[src/rtl/fft_frame_ctrl.sv]
`default_nettype none
// ============================================================================
// fft_frame_ctrl : config/frame sequencer between a sample source and an FFT core
// Rev 1.0
// ============================================================================
module fft_frame_ctrl #(
  parameter int NFFT_LOG2 = 10,
  parameter int DATA_W    = 32,
  parameter int CFG_W     = 8
) (
  input  logic              sys_clk,
  input  logic              sys_rst_n,
  input  logic              start,
  input  logic [7:0]        nframes,
  input  logic              fwd_inv,
  input  logic              src_valid,
  input  logic [DATA_W-1:0] src_data,
  output logic              src_ready,
  output logic              cfg_tvalid,
  output logic [CFG_W-1:0]  cfg_tdata,
  input  logic              cfg_tready,
  output logic              s_axis_tvalid,
  output logic [DATA_W-1:0] s_axis_tdata,
  output logic              s_axis_tlast,
  input  logic              s_axis_tready,
  input  logic              m_axis_tvalid,
  input  logic              m_axis_tlast,
  output logic              m_axis_tready,
  output logic              busy,
  output logic              done,
  output logic [7:0]        frame_idx,
  output logic              err_tlast
);

  typedef enum logic [2:0] {
    S_IDLE     = 3'd0,
    S_CFG      = 3'd1,
    S_LOAD     = 3'd2,
    S_WAIT_OUT = 3'd3,
    S_DONE     = 3'd4
  } state_t;

  localparam logic [NFFT_LOG2-1:0] CNT_MAX = '1;

  state_t               state;
  logic [NFFT_LOG2-1:0] in_cnt;
  logic [NFFT_LOG2-1:0] out_cnt;
  logic [7:0]           nframes_q;

  logic       in_load;
  logic       in_fire;
  logic       in_last;
  logic       out_fire;
  logic       out_last;
  logic       frame_end;
  logic       frame_err;
  logic [7:0] last_idx;

  // Input path is a pure pass-through gated by the LOAD state
  assign in_load       = (state == S_LOAD);
  assign s_axis_tvalid = in_load & src_valid;
  assign src_ready     = in_load & s_axis_tready;
  assign s_axis_tdata  = in_load ? src_data : '0;
  assign in_last       = (in_cnt == CNT_MAX);
  assign s_axis_tlast  = in_load & in_last;
  assign in_fire       = s_axis_tvalid & s_axis_tready;

  assign m_axis_tready = in_load | (state == S_WAIT_OUT);
  assign out_fire      = m_axis_tvalid & m_axis_tready;
  assign out_last      = (out_cnt == CNT_MAX);
  // A result frame closes on tlast or on the Nth beat, whichever comes first
  assign frame_end     = out_fire & (m_axis_tlast | out_last);
  assign frame_err     = out_fire & (m_axis_tlast ^ out_last);

  assign last_idx = (nframes_q == 8'd0) ? 8'd0 : nframes_q - 8'd1;
  assign busy     = (state != S_IDLE);
  assign done     = (state == S_DONE);

  always_ff @(posedge sys_clk) begin
    if (!sys_rst_n) begin
      state      <= S_IDLE;
      in_cnt     <= '0;
      out_cnt    <= '0;
      nframes_q  <= '0;
      cfg_tvalid <= 1'b0;
      cfg_tdata  <= '0;
      frame_idx  <= '0;
      err_tlast  <= 1'b0;
    end else begin
      err_tlast <= frame_err;
      if (out_fire) begin
        out_cnt <= frame_end ? '0 : out_cnt + 1'b1;
      end

      case (state)
        S_IDLE: begin
          if (start) begin
            nframes_q  <= nframes;
            cfg_tdata  <= {{(CFG_W-1){1'b0}}, fwd_inv};
            cfg_tvalid <= 1'b1;
            frame_idx  <= '0;
            in_cnt     <= '0;
            state      <= S_CFG;
          end
        end
        S_CFG: begin
          if (cfg_tready) begin
            cfg_tvalid <= 1'b0;
            state      <= S_LOAD;
          end
        end
        S_LOAD: begin
          if (in_fire) begin
            if (in_last) begin
              in_cnt <= '0;
              state  <= S_WAIT_OUT;
            end else begin
              in_cnt <= in_cnt + 1'b1;
            end
          end
        end
        S_WAIT_OUT: begin
          if (frame_end) begin
            if (frame_idx == last_idx) begin
              state <= S_DONE;
            end else begin
              frame_idx <= frame_idx + 8'd1;
              state     <= S_LOAD;
            end
          end
        end
        S_DONE: begin
          state <= S_IDLE;
        end
        default: begin
          state <= S_IDLE;
        end
      endcase
    end
  end

endmodule
`default_nettype wire

[config.mk]
export PLATFORM = sky130hd
export DESIGN_NAME = fft_frame_ctrl
export DESIGN_NICKNAME = d
export VERILOG_FILES = /design/src/rtl/fft_frame_ctrl.sv
export SDC_FILE = /design/constraint.sdc
export NUM_CORES = 1
export LEC_CHECK = 0
export CORE_MARGIN = 2
export CORE_UTILIZATION = 57
export CTS_CLUSTER_DIAMETER = 80
export DETAILED_ROUTE_END_ITERATION = 6
export DONT_BUFFER_PORTS = 1
export PLACE_DENSITY = 0.85
export SLEW_MARGIN = 0
export SYNTH_ARGS = -nofsm -noshare
export SYNTH_HDL_FRONTEND = slang
export SYNTH_SLANG_ARGS = --single-unit
export TNS_END_PERCENT = 50
[constraint.sdc]
create_clock -name sys_clk -period 2.4 [get_ports sys_clk]
set_clock_uncertainty 0.1 [all_clocks]
set_input_delay 0.48 -clock sys_clk [delete_from_list [all_inputs] [get_ports sys_clk]]
set_output_delay 0.48 -clock sys_clk [all_outputs]
set_load 0.05 [all_outputs]
==> results.cfg <==
[yosys]
synthCells = 334
async_flop_share = 0
ys_ff_latch = 42
synth_compound_area_frac = 0.167
synth-simple-area-share = 0.367
synthAdderAreaFrac = 0.0236
synth_xor_area_frac = 0.0627
synth-main-ff-cell = dfxtp_1
syn_avg_cell_area_um2 = 7.94
synth_top_family_by_area = simple AND/OR/NAND/NOR gates
synth_area_mm2 = 0.00265
synth_mux_area_frac = 0.00755
synth-seq-area-share = 0.317
yosys_warnings = 0
synth-edff-count = 0
ys_types = 53

[floorplan]
rows = 24
initial_core_util = 0.601
core_area_mm2 = 0.00441
io_pins = 105
die_h_um = 72.2
die_w_um = 72.2
die-area_mm2 = 0.00522

[sta]
finalHoldViolCount = 0
slew_headroom = 0.570
fmax_ghz = 0.358
finalCriticalPeriod_ps = 2790
setup_violations = 10
worstMarginPinSlew_ps = 644
rsz0062_at_grt = true
finalSetupTns_ps = -2550
min_period_over_period = 1.16
final_max_slew_viol_count = 0
setup_ws_ps = -393

[clock_network]
clkLatencyLatePin_ps = 310
cts_buffer_depth = 2
cts.sinks = 42
hold_buffers = 0
clockRootBuffer = clkbuf_8
cts_tree = done
htreeDepth = 2
cts.clk_slew.worst_paths_ps = 80
cts_buffers = 5

[routing]
drc = 0
first_iter_violations = 363
firstDrtPassIters = 5
wirelength_mm = 9.99
viasPerCell = 6.42
num_vias = 2900
drtAntennaViolNets = 0
wl_per_cell_um = 22.1

[worst_setup_path]
rr_worst_depth = 13
cp-end-kind = flip-flop
worstPathArrival_ps = 2950
cp_max_fo = 5
cp.required_ps = 2560
worst-setup-path-type = flip-flop to flip-flop
start_kind = flip-flop

[final_layout]
final_util = 0.876
synthToLayoutAreaGrowth_pct = 45.8
diodes = 0
fin_nets = 454
multi_input_area_mm2 = 0.00182
layout-drive-gt1-share = 0.295
mostFrequentLayoutCell = nand2_1
regArea_um2 = 855
layout_common_cells = nand2_1, buf_4, and2_1, dfxtp_1, buf_12
fill_cells = 204

[min_path]
hold_path.class = primary input to flip-flop
holdPathStages = 2

[job]
drv_cap = 0

[place]
place_congestion = 0.868
hpwl_mm = 6.32
portBuffers = 0

[outcome]
violations = setup timing
outcome = complete, but fails checks

[pwr]
peakVddDrop_mv = 0.491
fin_total_pwr_mw = 2.11
power_leakage_nw = 1.59
p_per_area_mw_per_mm2 = 547

[global_routing]
grt_pass1_wl_mm = 13.6
grt_pass1_vias = 2729
grt_remaining_overflow = 0
grt_util_all_layers = 0.341
antenna_found_initial = 0
grt_start_max_net_pins = 41
## layer usage
metal,part of all wire,vias up,global-route usage
li1,-,1263,-
met1,0.36,1392,0.372
met2,0.52,180,0.614
met3,0.073,65,0.0847
met4,0.053,0,0.161
met5,0,-,0
## registers in the layout, summed over array words and instances, names as in the netlist
register	cells
frame_idx	8
out_cnt	10
cfg_tvalid	1
cfg_tdata	1
err_tlast	1
in_cnt	10
nframes_q	8
state	3
## stage by stage
stage	area [µm²]	std cells	setup slack, ps	hold WS, ps
after CTS	3800	448	-110	200
after global routing	3870	452	-443	200
after floorplan	2730	340	-52.6	344
final	3870	452	-393	204
after global placement	3610	439	-62.7	357
after detailed placement	3610	439	-156	382
## repair_timing
item	in CTS	in global routing
setup buffers	2	4
endpoints found under the setup margin	10	12
hold endpoints to repair	0	0
resized for setup	15	9
pin swaps	11	16
## report_power, final
| part | switching [mW] | internal [mW] | total, mW |
|---|---|---|---|
| Combinational | 0.435 | 0.322 | 0.757 |
| Sequential | 0.0447 | 0.720 | 0.765 |
| Clock | 0.259 | 0.333 | 0.592 |
| Total | 0.739 | 1.38 | 2.11 |
## synthesized netlist by cell type, types with 2 or more instances
cell       n  area (µm²)
inv_1      9        33.8
o211a_1    2        20.0
mux2i_1    2        20.0
or3_1      7        43.8
o21ai_0    9        45.0
or4_4      2        22.5
xor2_1    13         114
xnor2_1    6        52.6
nand4_1    4        25.0
nor3b_1    5        37.5
a211o_1    4        35.0
a21boi_0  10        75.1
nand2b_1   3        18.8
nand3b_1   2        15.0
a211oi_1   3        22.5
nor4bb_1   2        20.0
clkbuf_1  12        45.0
or2_2      2        12.5
ha_1       5        62.6
nor2b_1    5        31.3
a21oi_1   16        80.1
nand2_1   52         195
and2_1    37         231
nor3_1     5        25.0
buf_2      2        10.0
a211oi_4   2        40.0
nor2_1    20        75.1
nor4b_2    2        30.0
dfxtp_1   42         841
nand3_1    8        40.0
and3_1    12        75.1
nor4_2     2        25.0
buf_4      7        52.6
## worst max-delay path: stages, from the launching register on
cell and delay (ps):
dfxtp_4 400, inv_4 50, ha_4 170, nor4b_4 140, buf_4 160, a2111oi_2 470
a211oi_2 70, buf_4 160, nor4_4 240, buf_4 210, a211oi_4 80, buf_4 150
a211o_1 260, nand2_1 80
## final timing paths
kind	start	to	slack, ps
max	nframes_q[1]	frame_idx[4]	-390
min	nframes[3]	nframes_q[3]	200
max reg2reg	nframes_q[1]	frame_idx[4]	-390
min reg2reg	in_cnt[1]	in_cnt[1]	390
## kinds of logic after synthesis
| family | count (synthesis) |
|---|---|
| AOI/OAI and AO/OA | 59 |
| xor gates and xnor gates | 19 |
| adders and majority gates | 5 |
| buffers and inverters | 30 |
| DFF | 42 |
| muxes | 2 |
| other | 1 |
| and+or+nand+nor | 176 |
## layout make-up
| class | count | area share |
|---|---|---|
| Inverter | 9 | 0.0100 |
| Multi-Input combinational cell | 268 | 0.470 |
| Clock buffer | 6 | 0.0214 |
| Clock inverter | 1 | 0.00777 |
| Sequential cell | 42 | 0.221 |
| Timing Repair Buffer | 74 | 0.253 |
| Tap cell | 52 | 0.0168 |
No activity file was read; power rests on OpenSTA's default activity.
